[src/rtl/pwm_tick_gen.sv]
// Tick-driven PWM generator with double-buffered period/duty reload.
// Define PWM_POL_INV_EN to invert pwm_out (idle/reset level 1).
module pwm_tick_gen #(
    parameter int N = 8
) (
    input  logic         clk,
    input  logic         n_reset,
    input  logic         enable,
    input  logic         tick_in,
    input  logic [N-1:0] period,
    input  logic [N-1:0] duty,
    input  logic         load,
    output logic         pwm_out,
    output logic         cycle_done
);

    localparam logic [N-1:0] ZERO = '0;
    localparam logic [N-1:0] ONE  = {{(N-1){1'b0}}, 1'b1};

    typedef enum logic {
        IDLE,
        RUN
    } state_t;

    state_t       state;
    logic         tick_d;
    logic         pend;
    logic [N-1:0] cnt;
    logic [N-1:0] period_act;
    logic [N-1:0] duty_act;
    logic [N-1:0] period_pend;
    logic [N-1:0] duty_pend;
    logic         step;
    logic         wrap;
    logic         pwm_hi;

    assign step = tick_in & ~tick_d & enable;
    assign wrap = (cnt == period_act - ONE);

    // Output decoded from registers only, so async reset reaches it at once
    assign pwm_hi = (state == RUN) && (cnt < duty_act);

`ifdef PWM_POL_INV_EN
    assign pwm_out = ~pwm_hi;
`else
    assign pwm_out = pwm_hi;
`endif

    always_ff @(posedge clk or negedge n_reset) begin
        if (!n_reset) begin
            state       <= IDLE;
            tick_d      <= 1'b0;
            pend        <= 1'b0;
            cnt         <= ZERO;
            period_act  <= ZERO;
            duty_act    <= ZERO;
            period_pend <= ZERO;
            duty_pend   <= ZERO;
            cycle_done  <= 1'b0;
        end else begin
            tick_d     <= tick_in;
            cycle_done <= 1'b0;

            if (load) begin
                period_pend <= period;
                duty_pend   <= duty;
                pend        <= 1'b1;
            end

            unique case (state)
                IDLE: begin
                    cnt <= ZERO;
                    // Pending values land first; RUN is entered the edge after
                    if (pend) begin
                        period_act <= period_pend;
                        duty_act   <= duty_pend;
                        if (!load) begin
                            pend <= 1'b0;
                        end
                    end else if (enable && period_act != ZERO) begin
                        state <= RUN;
                    end
                end
                RUN: begin
                    if (!enable) begin
                        state <= IDLE;
                        cnt   <= ZERO;
                    end else if (step) begin
                        if (wrap) begin
                            cnt        <= ZERO;
                            cycle_done <= 1'b1;
                            if (load) begin
                                period_act <= period;
                                duty_act   <= duty;
                                pend       <= 1'b0;
                                if (period == ZERO) begin
                                    state <= IDLE;
                                end
                            end else if (pend) begin
                                period_act <= period_pend;
                                duty_act   <= duty_pend;
                                pend       <= 1'b0;
                                if (period_pend == ZERO) begin
                                    state <= IDLE;
                                end
                            end
                        end else begin
                            cnt <= cnt + ONE;
                        end
                    end
                end
                default: state <= IDLE;
            endcase
        end
    end

endmodule

[config.mk]
export PLATFORM = sky130hd
export DESIGN_NAME = pwm_tick_gen
export DESIGN_NICKNAME = d
export VERILOG_FILES = /design/src/rtl/pwm_tick_gen.sv
export SDC_FILE = /design/constraint.sdc
export NUM_CORES = 1
export LEC_CHECK = 0
export BUFFER_PORTS_ARGS = -buffer_cell sky130_fd_sc_hd__clkbuf_2
export CAP_MARGIN = 10
export CORE_ASPECT_RATIO = 0.5
export CORE_MARGIN = 2
export CORE_UTILIZATION = 50
export CTS_CLUSTER_DIAMETER = 120
export DETAILED_ROUTE_END_ITERATION = 12
export GPL_TIMING_DRIVEN = 0
export MAX_ROUTING_LAYER = met4
export PLACE_DENSITY = 0.68
export SLEW_MARGIN = 30
export SYNTH_ARGS = -nofsm -noshare
export SYNTH_HDL_FRONTEND = slang
export SYNTH_SLANG_ARGS = --single-unit
[constraint.sdc]
create_clock -name clk -period 3.4 [get_ports clk]
set_clock_uncertainty 0.2 [all_clocks]
set_input_delay 0.68 -clock clk [delete_from_list [all_inputs] [get_ports clk]]
set_output_delay 0.68 -clock clk [all_outputs]
set_load 0.01 [all_outputs]
; Word-level counts from Yosys, hierarchy flattened
; Cells that the tools add are included.
[op_classes]
n_addsub = 2
magnitude_cmp = 1
n_eq_ne = 5
muxes = 39
bitwise = 4
reduce_logical = 6
[op_table]
columns = operator, count
row1 = $mux W8, 13
row2 = $pmux W8 S2, 3
row3 = $mux W1, 21
row4 = $logic_not A8 Y1, 2
row5 = $add A8 B1 Y8 const B, 1
row6 = $eq A8 B8 Y1, 1
row7 = $lt A8 B8 Y1, 1
row8 = $reduce_bool A8 Y1, 1
row9 = $sub A8 B1 Y8 const B, 1
row10 = $ne A2 B1 Y1 const B, 2
row11 = $pmux W1 S2, 2
row12 = $ne A3 B2 Y1 const B, 1
row13 = $reduce_and A3 Y1, 1
row14 = $and A1 B1 Y1, 2
row15 = $logic_and A1 B1 Y1, 2
row16 = $ne A2 B2 Y1 const B, 1
row17 = $not A1 Y1, 2
[word_totals]
regBits = 44
in_bits = 21
out_inout_bits = 2
word_cells = 66

; Longest topological paths before layout
[depth]
depth_word = 8
mapped_depth = 9
depth_no_buf = 8

; Least setup slack after synthesis
; No wires, ideal clock.
[synth_path]
kind = reg-to-reg
startpoint = reg period_act[2]
endpoint = reg duty_act[3]
setup_time_ps = 73
arrival_time_ps = 2568
required_ps = 3127
slack_ps = 559
path_stages_with_launch = 8
path_buffers = 1
synth_period_minus_slack_ps = 2841
path_cell_list = dfrtp_1 > or4_1 > or3_1 > a2111oi_2 > o2111ai_2 > a21oi_4 > buf_12 > a2bb2oi_2
[synth_between]
elab_chain_len = 4
[synth_rtl]
columns = item, line
row1 = start: declaration, 29  ; logic [N-1:0] period_act;
row2 = start signal: assignment, 75  ; period_act <= period_pend;
row3 = start signal: assignment, 93  ; period_act <= period;
row4 = start signal: assignment, 100  ; period_act <= period_pend;
row5 = $sub A8 B1 Y8, 38  ; assign wrap = (cnt == period_act - ONE);
row6 = $eq A8 B8 Y1, 38
row7 = $ne A2 B1 Y1 (no source line), n/a
row8 = $reduce_and A3 Y1 (no source line), n/a
row9 = end signal: assignment, 76  ; duty_act <= duty_pend;
row10 = end signal: assignment, 94  ; duty_act <= duty;
row11 = end signal: assignment, 101  ; duty_act <= duty_pend;
row12 = end: declaration, 30  ; logic [N-1:0] duty_act;
; No other way between the ends.
; A chain may end at the register's enable or synchronous reset.

; Worst setup path after layout
[layout_path]
startpoint = reg period_act[2]
endpoint = reg duty_act[5]
; Same word-level chain as after synthesis.

==> results.ini <==
[synthesis]
synth_area_leader_cell = dfrtp_1
synth.avg_cell_area_um2 = 11.2
synth_top_area_frac = 0.457
synth_flop_cell = dfrtp_1
synth_edf_count = 0
yosys_warnings = 0
syn_inst = 215
ys_async_sr_fraction = 1.00
synthTopCellsByArea = dfrtp_1 46%, mux2_2 7.5%, a2bb2oi_2 6.2%
seq_area_frac_synth = 0.457
synth_area_um2 = 2410
ys_seq_elements = 44
synth.distinct_cells = 48
yosysMostFrequentCell = dfrtp_1
yosys-top-cells-count = 44 x dfrtp_1, 16 x mux2_2, 16 x o22ai_1, 12 x nand2_1, 11 x nor2_1
synth_nets = 246

[layout]
fin_util = 0.603
fin_area_um2 = 2720
diodes = 0
instances_no_fill = 311
area_delta_synth_final_pct = 12.9
fin_nets = 275
drive_gt1_frac = 0.253
fill_cells = 394

[detailed_routing]
vias = 1772
drtIter0Drc = 117
ant_nets = 0
routed_via_density = 5.70
remaining_drc_errors = 0
first_pass_iters = 4
drt-total-wl_um = 5110
routedWlPerCell_um = 16.4

[global_route]
grt_pass1_vias = 1686
grt.overflow.total = 0
grt_first_pass_wirelength_um = 8670
gr-usage-all-layers = 0.223
antenna_found_initial = 0
grt_max_degree = 45

[clock_tree]
root_buffer = clkbuf_8
clk_latency_ps = 300
clk_pin_slew_ps = 90
cts_tree = done
cts_sinks = 44
cts.htree.levels = 2
ctsHoldBuffers = 0
cts_buffers = 5
clockBufferDepth = 2
cts_resized = 0
cts_setup_buffers = 0

[floorplanning]
die_area_um2 = 5420
start_util = 0.534
row_count = 17
io_pins = 23
core_um2 = 4510
dieHeight_um = 53.1
die_w_um = 102

[power_and_ir_drop]
powerDensity_nw_per_um2 = 516
vdd_ir_drop_max_mv = 0.242
power.total_mw = 1.40
p_leak_nw = 1.18

[outcome]
status = completed

[timing]
final.setup.tns_ps = 0
finalWorstSetupSlack_ps = 218
setup_viol = 0
whs_ps = 201
grt_setup_unrepaired = false
slew_violations = 0
fmax_mhz = 314
hold_viol_final = 0
post-route-period-util = 0.936
worst_slew_pin_slew_ps = 614
fin_crit_ps = 3180
max-slew-margin-rel = 0.591

[place]
place.gp.congestion = 0.785
dp_hpwl_um = 3820
dp_slack_ps = 248
dp.cells = 303
io_buffers = 22
place_area_um2 = 2600

[worst_setup_path]
end_kind = flop
path_class = reg -> reg
worstRegToRegCells = 7
critPathArrivalTime_ps = 3170
path_max_fanout = 10
required_ps = 3390
crit_path_start_kind = flop
r2r_slack_ps = 220

[min_path]
hold_path_class = in -> async

[flow_run]
drv_cap = 0

-- worst paths after layout --
path / startpoint / end
setup / recovery: period_act[2] / duty_act[5]
hold / removal: n_reset / duty_pend[2]
setup reg to reg: period_act[2] / duty_act[5]
hold reg to reg: duty_pend[7] / duty_pend[7]
max in group asynchronous: n_reset / cnt[1]
min in group clk: tick_in / tick_d
-- metal layers --
layer	wire, µm	vias to the layer above	share of wire	GRT usage
met1	2700	859	0.53	0.324
met3	222	7	0.043	0.0476
met5	0	-	0	-
li1	-	873	-	-
met4	67	0	0.013	0.0533
met2	2120	33	0.41	0.320
-- area by class of cell --
type,instances,area (µm²),area share
clock buffers,5,68.8,0.0253
clock inverters,3,47.5,0.0175
repair buffers,22,113,0.0414
plain buffers,8,50.0,0.0184
multi-input cells,153,1220,0.448
inverters,10,37.5,0.0138
well taps,66,82.6,0.0304
flip-flops and latches,44,1100,0.405
-- flip-flops by register name, indices dropped and copies added, names as in the netlist --
signal / flops
pend: 1
cnt: 8
tick_d: 1
state: 1
period_act: 8
duty_pend: 8
period_pend: 8
duty_act: 8
cycle_done: 1
-- report_power, final --
group / switching [mW] / total, mW / internal [mW]
sequential: 0.0722 / 0.664 / 0.592
combinational: 0.160 / 0.327 / 0.167
clock: 0.192 / 0.414 / 0.221
-- cell usage in the layout, fill, tap and decap left out, types with 2 or more instances in the layout --
master,Yosys,final
o21ai_0,5,5
nor4b_1,2,2
xor2_1,5,5
a2bb2oi_2,10,10
o2111ai_1,2,2
a2bb2oi_1,5,5
nor4_1,2,2
a21oi_1,4,4
o22ai_1,16,16
nor3_1,3,3
xnor2_1,7,7
nand3_1,8,8
a31oi_1,5,5
or3_1,3,3
clkbuf_8,0,5
and3_1,2,2
nor2b_1,2,2
nor2_1,11,11
dfrtp_1,44,44
clkbuf_2,0,21
mux2_2,16,16
clkbuf_1,5,5
nand2_1,12,12
inv_1,10,10
a21o_1,2,2
clkinv_4,0,2
ha_1,10,10
-- logic make-up (layout without fill, tap and decap cells) --
logic type,count (synthesis),after routing,share of synthesized area
adders and majority gates,10,10,0.0519
AOI/OAI and AO/OA,60,60,0.215
DFF,44,44,0.457
and+or+nand+nor,54,54,0.117
muxes,17,17,0.0790
buffers and inverters,18,48,0.0364
xor gates and xnor gates,12,12,0.0436
-- worst max-delay path: stages (launching register included) --
cell and delay, ps:
dfrtp_1 460, or4_1 590, or3_1 380, a2111oi_2 530, o2111ai_2 280, nand2_1 300, buf_4 270, a2bb2oi_2 70
Power figures use the tool's default switching activity.
